File: src/rtl/fc_seq_ctrl.sv
// fc_seq_ctrl: sequencer around a fully-connected layer datapath.
// Collects IN activations from a valid/ready stream into x_bus, waits SETTLE cycles for the
// combinational layer datapath, captures all neuron outputs from z_bus, then drains them one
// word at a time with a neuron index.
// Optional feature: define FC_SEQ_ARGMAX_EN to add the cls/cls_valid argmax outputs.
module fc_seq_ctrl #(
   parameter int WIDTH   = 8,
   parameter int IN      = 128,
   parameter int NEURONS = 10,
   parameter int Z_WIDTH = 23,
   parameter int SETTLE  = 2
) (
   input  logic                          clk,
   input  logic                          rst,
   input  logic                          s_valid,
   output logic                          s_ready,
   input  logic [WIDTH-1:0]              s_data,
   input  logic                          s_last,
   output logic [IN*WIDTH-1:0]           x_bus,
   input  logic [NEURONS*Z_WIDTH-1:0]    z_bus,
   output logic                          m_valid,
   input  logic                          m_ready,
   output logic [Z_WIDTH-1:0]            m_data,
   output logic [$clog2(NEURONS)-1:0]    m_idx,
   output logic                          m_last,
   output logic                          err
`ifdef FC_SEQ_ARGMAX_EN
   ,
   output logic [$clog2(NEURONS)-1:0]    cls,
   output logic                          cls_valid
`endif
);

   localparam int CW = (IN > 1) ? $clog2(IN) : 1;
   localparam int IW = $clog2(NEURONS);

   typedef enum logic [1:0] {
      StLoad,
      StSettle,
      StCapture,
      StDrain
   } state_e;

   state_e                       state;
   logic [CW-1:0]                cnt;
   logic [3:0]                   scnt;
   logic [IW-1:0]                idx;
   logic [NEURONS*Z_WIDTH-1:0]   obuf;

`ifdef FC_SEQ_ARGMAX_EN
   logic [IW-1:0]                amax;
   logic [Z_WIDTH-1:0]           amax_v;

   // Argmax over z_bus; strict compare keeps the lowest index on ties.
   always_comb begin
      amax   = '0;
      amax_v = z_bus[Z_WIDTH-1:0];
      for (int i = 1; i < NEURONS; i++) begin
         if (z_bus[i*Z_WIDTH +: Z_WIDTH] > amax_v) begin
            amax_v = z_bus[i*Z_WIDTH +: Z_WIDTH];
            amax   = IW'(i);
         end
      end
   end
`endif

   // Result word is selected straight from the captured buffer, so it holds while stalled.
   always_comb begin
      m_data = obuf[int'(idx)*Z_WIDTH +: Z_WIDTH];
      m_idx  = idx;
   end

   // Sequencer: load, settle, capture, drain; all outputs registered.
   always_ff @(posedge clk) begin
      if (rst) begin
         state   <= StLoad;
         cnt     <= '0;
         scnt    <= '0;
         idx     <= '0;
         x_bus   <= '0;
         obuf    <= '0;
         s_ready <= 1'b0;
         m_valid <= 1'b0;
         m_last  <= 1'b0;
         err     <= 1'b0;
`ifdef FC_SEQ_ARGMAX_EN
         cls       <= '0;
         cls_valid <= 1'b0;
`endif
      end else begin
         case (state)
            StLoad: begin
               if (s_valid && s_ready) begin
                  x_bus[int'(cnt)*WIDTH +: WIDTH] <= s_data;
                  if (cnt == CW'(IN - 1)) begin
                     // Full vector: a missing s_last is a framing error but still completes.
                     if (!s_last) begin
                        err <= 1'b1;
                     end
                     cnt     <= '0;
                     s_ready <= 1'b0;
                     state   <= StSettle;
                  end else if (s_last) begin
                     // Short vector: clear the tail so stale data never reaches the datapath.
                     for (int i = 0; i < IN; i++) begin
                        if (i > int'(cnt)) begin
                           x_bus[i*WIDTH +: WIDTH] <= '0;
                        end
                     end
                     err     <= 1'b1;
                     cnt     <= '0;
                     s_ready <= 1'b0;
                     state   <= StSettle;
                  end else begin
                     cnt <= cnt + 1'b1;
                  end
               end else begin
                  s_ready <= 1'b1;
               end
            end

            StSettle: begin
               if (scnt == 4'(SETTLE - 1)) begin
                  scnt  <= '0;
                  state <= StCapture;
               end else begin
                  scnt <= scnt + 1'b1;
               end
            end

            StCapture: begin
               obuf    <= z_bus;
               idx     <= '0;
               m_valid <= 1'b1;
               m_last  <= (NEURONS == 1);
               state   <= StDrain;
`ifdef FC_SEQ_ARGMAX_EN
               cls       <= amax;
               cls_valid <= 1'b1;
`endif
            end

            StDrain: begin
               if (m_ready) begin
                  if (idx == IW'(NEURONS - 1)) begin
                     idx     <= '0;
                     m_valid <= 1'b0;
                     m_last  <= 1'b0;
                     s_ready <= 1'b1;
                     state   <= StLoad;
`ifdef FC_SEQ_ARGMAX_EN
                     cls_valid <= 1'b0;
`endif
                  end else begin
                     idx    <= idx + 1'b1;
                     m_last <= (idx == IW'(NEURONS - 2));
                  end
               end
            end

            default: begin
               state <= StLoad;
            end
         endcase
      end
   end

endmodule
File: config.mk
export PLATFORM = sky130hd
export DESIGN_NAME = fc_seq_ctrl
export DESIGN_NICKNAME = d
export VERILOG_FILES = /design/src/rtl/fc_seq_ctrl.sv
export SDC_FILE = /design/constraint.sdc
export NUM_CORES = 2
export LEC_CHECK = 0
export ABC_AREA = 1
export BUFFER_PORTS_ARGS = -buffer_cell sky130_fd_sc_hd__buf_2
export CAP_MARGIN = 20
export CORE_AREA = 2 2 503 505
export DETAILED_ROUTE_END_ITERATION = 6
export DIE_AREA = 0 0 505 507
export GPL_ROUTABILITY_DRIVEN = 0
export PLACE_DENSITY_LB_ADDON = 0.25
export SKIP_LAST_GASP = 1
export SYNTH_ARGS = -nofsm -noshare
export SYNTH_HDL_FRONTEND = slang
export SYNTH_SLANG_ARGS = --single-unit
File: constraint.sdc
create_clock -name clk -period 3.7 [get_ports clk]
set_input_delay 0 -clock clk [delete_from_list [all_inputs] [get_ports clk]]
set_output_delay 0 -clock clk [all_outputs]
set_load 0.005 [all_outputs]
==> run_results.csv <==
group,metric,value,unit
run_status,status,"finished, violations left",
run_status,violations,"DRC",
worst_setup_path,r2r_setup_slack,60,ps
global_routing,grt_pass1_wl,531000,microns
yosys,synth-edff-count,0,
drt,first_pass_iters,7,
sta,fin_crit_sh,98.4,%
finish,fin_cells,14932,
flow_run,drv_cap,0,
min_path,whs_endpoint,"obuf[73]",
global_routing,grt_antenna_before_repair,33,
worst_setup_path,path_class,"reg2reg",
global_routing,grt-ovfl-total,0,
sta,setup_viol,0,
yosys,synth_area,63700,sq um
drt,route.final.wire_length,387000,microns
yosys,synth_seq_cells,1275,
drt,drc_errors,5,
sta,max_slew_margin,21.6,%
finish,syn2layout_area_growth,33.7,%
min_path,hp-class,"in2reg",
worst_setup_path,worstSetupEndpointType,"register",
worst_setup_path,path_max_fanout,52,
yosys,synthArstFlopShare,0,%
finish,num-fill-cells,27455,
floorplanning,die_y,507,microns
clock_network,cts.clk_slew.worst_paths,70,ps
sta,finalClockSkew,77.1,ps
global_routing,grt_use_met1,38.1,%
yosys,syn_inst,9802,
drt,postRouteAntennaNets,0,
placed_design,io_buffer_count,1297,
global_routing,grtUsageTotal,28.7,%
finish,final_nets,11698,
global_routing,use_met2,42.0,%
drt,num_vias,76201,
power,power_density,463,nW/um^2
clock_network,clk_path_buf_depth,3,
sta,max_freq,275,MHz
clock_network,cts_tree,"yes",
drt,avgRoutedWirePerCell,25.9,microns
finish,regArea,25500,sq um
yosys,synth_cell_types,47,
global_routing,grt.met3_usage,7.99,%
sta,min_period,3640,ps
floorplanning,start_util,25.4,%
clock_network,cts_buffers,158,
drt,first_iter_violations,8985,
clock_network,clock_latency,870,ps
placed_design,dp_hpwl,290000,microns
worst_setup_path,arrival,4380,ps
global_routing,grt_max_degree,178,
min_path,hp-start,"z_bus[73]",
worst_setup_path,worst_setup_path_start_kind,"register",
yosys,syn_avg_cell_area,6.50,sq um
finish,multi_input_area,32000,sq um
sta,drv_slew,0,
yosys,yosys_warnings,0,
floorplanning,coreArea,250000,sq um
placed_design,dpl.cell_count,14162,
yosys,syn_nets,10058,
finish,drive_above_1_share,17.4,%
global_routing,grt_pass1_vias,68274,
sta,worst_slack,58.0,ps
worst_setup_path,r2r_start,"cnt[1]",
yosys,ys_seq_area_share,40.0,%
power,p_leak,36.5,nW
yosys,synth_top_flop_cell,"dfxtp_1",
global_routing,top_usage_layer,"met2",
clock_network,cts_sinks,1275,
worst_setup_path,worstPathRequired,4440,ps
floorplanning,dieArea,256000,sq um
sta,hold_viol,0,
floorplanning,die_x,505,microns
floorplanning,ios,1298,
clock_network,ctsHtreeMaxLevel,4,
sta,worst_pin_slew,1170,ps
placed_design,pre_cts_ws,-65.1,ps
floorplanning,rows,184,
worst_setup_path,worstReg2RegEnd,"x_bus[416]",
power,ir_drop,485,uV
worst_setup_path,worst-r2r-cell-count,13,
drt,vias_per_cell,5.10,
min_path,holdPathStages,4,
clock_network,clockRootBuffer,"clkbuf_16",
==> sequential cells by signal, summed over array words and instances (netlist names) <==
register and cells:
cnt 7, err 1, m_idx 4, m_last 1
m_valid 1, obuf 230, s_ready 1, scnt 4
state 2, x_bus 1024
==> metal layers <==
layer	up-vias	share of wire, %
met5	-	0.020
met4	14	6.1
met3	873	9.5
met2	3686	42
met1	36036	43
li1	35592	-
==> kinds of logic after synthesis <==
| logic type | count (synthesis) | share of synthesized area [%] |
|---|---|---|
| AND/OR/NAND/NOR | 4699 | 31.1 |
| AO/OA/AOI/OAI | 2125 | 18.2 |
| buffers and inverters | 1664 | 10.0 |
| flip-flops | 1275 | 40.0 |
| multiplexers | 23 | 0.361 |
| adder cells (fa/ha/maj) | 13 | 0.255 |
| XOR/XNOR | 3 | 0.0412 |
==> cells in the final DEF, fill, tap and decap left out, types with 16 or more instances in the layout <==
master / instances
diode_2: 22
dfxtp_1: 1272
buf_12: 32
nor2_2: 53
nand2_2: 18
mux2i_1: 23
nor2_1: 778
clkinv_2: 16
a31oi_1: 27
buf_2: 1296
buf_4: 282
nand4_1: 293
nand3_1: 887
clkbuf_1: 37
a21oi_1: 1113
o221ai_1: 24
o22ai_1: 26
clkbuf_8: 38
o21ai_1: 28
nand2_1: 2592
inv_1: 1034
o211ai_1: 285
nor3_1: 26
dlygate4sd3_1: 466
clkbuf_16: 158
o21ai_0: 593
==> critical path: stages (launching register included) <==
cell and delay (ps):
dfxtp_1 310, buf_4 170, nor2_2 230, nand2_2 210, nand2_1 220, nand2_4 90
inv_4 270, buf_12 310, nand3_1 260, nor2_1 700, inv_1 330, nand2_1 140
o211ai_1 90, a21oi_1 140
==> power breakdown <==
part | switching [mW] | leakage, nW | internal [mW]
registers | 0.485 | 10.3 | 14.6
logic | 5.93 | 23.6 | 2.09
clock network | 7.05 | 2.60 | 9.23
total | 13.5 | 36.5 | 25.9
==> through the flow <==
step,area (sq um),total power [mW],hold slack (ps),setup TNS (ps),util (%)
2_1_floorplan,63700,19.4,135,0,-
3_3_place_gp,74900,22.7,224,-98.6,29.9
3_5_place_dp,75000,22.7,227,-354,29.9
4_1_cts,85000,39.4,3.49,0,33.9
5_1_grt,85200,40.7,56.0,-61.6,34.0
6_report,85200,39.4,87.7,0,34.0
==> repair_timing <==
item                                    in CTS  in global routing
hold buffers                               466                  0
pin swaps                                    0                  1
buffers inserted                             0                  1
endpoints found under the setup margin      24                283
gates resized for setup                      5                 29
gates cloned                                 0                  0
endpoints found under the hold margin      482                  0
==> cell usage after synthesis (6+ instances only) <==
| cell | instances | area share [%] |
|---|---|---|
| inv_1 | 1041 | 6.1 |
| or2_2 | 12 | 0.12 |
| nand3_1 | 892 | 7.0 |
| clkinv_1 | 6 | 0.035 |
| nand2_2 | 18 | 0.18 |
| dfxtp_1 | 1275 | 40 |
| clkbuf_1 | 452 | 2.7 |
| nor2_1 | 813 | 4.8 |
| buf_1 | 43 | 0.25 |
| o21ai_0 | 593 | 4.7 |
| o221ai_1 | 24 | 0.33 |
| nor2_4 | 7 | 0.12 |
| o31ai_1 | 6 | 0.071 |
| o211ai_1 | 285 | 3.4 |
| inv_2 | 17 | 0.10 |
| nand4_1 | 293 | 2.9 |
| o22ai_1 | 26 | 0.26 |
| buf_2 | 95 | 0.75 |
| nor3_2 | 7 | 0.11 |
| mux2i_1 | 23 | 0.36 |
| a21oi_1 | 1115 | 8.8 |
| nor3_1 | 28 | 0.22 |
| o21ai_1 | 28 | 0.22 |
| nor2_2 | 26 | 0.26 |
| ha_1 | 13 | 0.26 |
| buf_4 | 9 | 0.11 |
| a31oi_1 | 28 | 0.27 |
| nand2_1 | 2595 | 15 |
==> final cells by class <==
type,instances,area share (%)
Tap cell,3348,4.92
Timing Repair Buffer,2079,16.4
Antenna cell,22,0.0646
Multi-Input combinational cell,6863,37.6
Clock inverter,48,0.903
Inverter,1065,4.75
Clock buffer,232,5.40
Sequential cell,1275,30.0
==> worst max-delay path by stage <==
stage | to | start | depth (start not counted) | slack, ps
floorplan | x_bus[274] | cnt[0] | 16 | 690
global placement | x_bus[591] | cnt[2] | 11 | -40
detailed placement | x_bus[591] | cnt[2] | 11 | -70
CTS | x_bus[175] | cnt[2] | 11 | 60
global route | x_bus[224] | cnt[1] | 11 | -30
finish | x_bus[416] | cnt[1] | 13 | 60
Power figures use the tool's default switching activity.
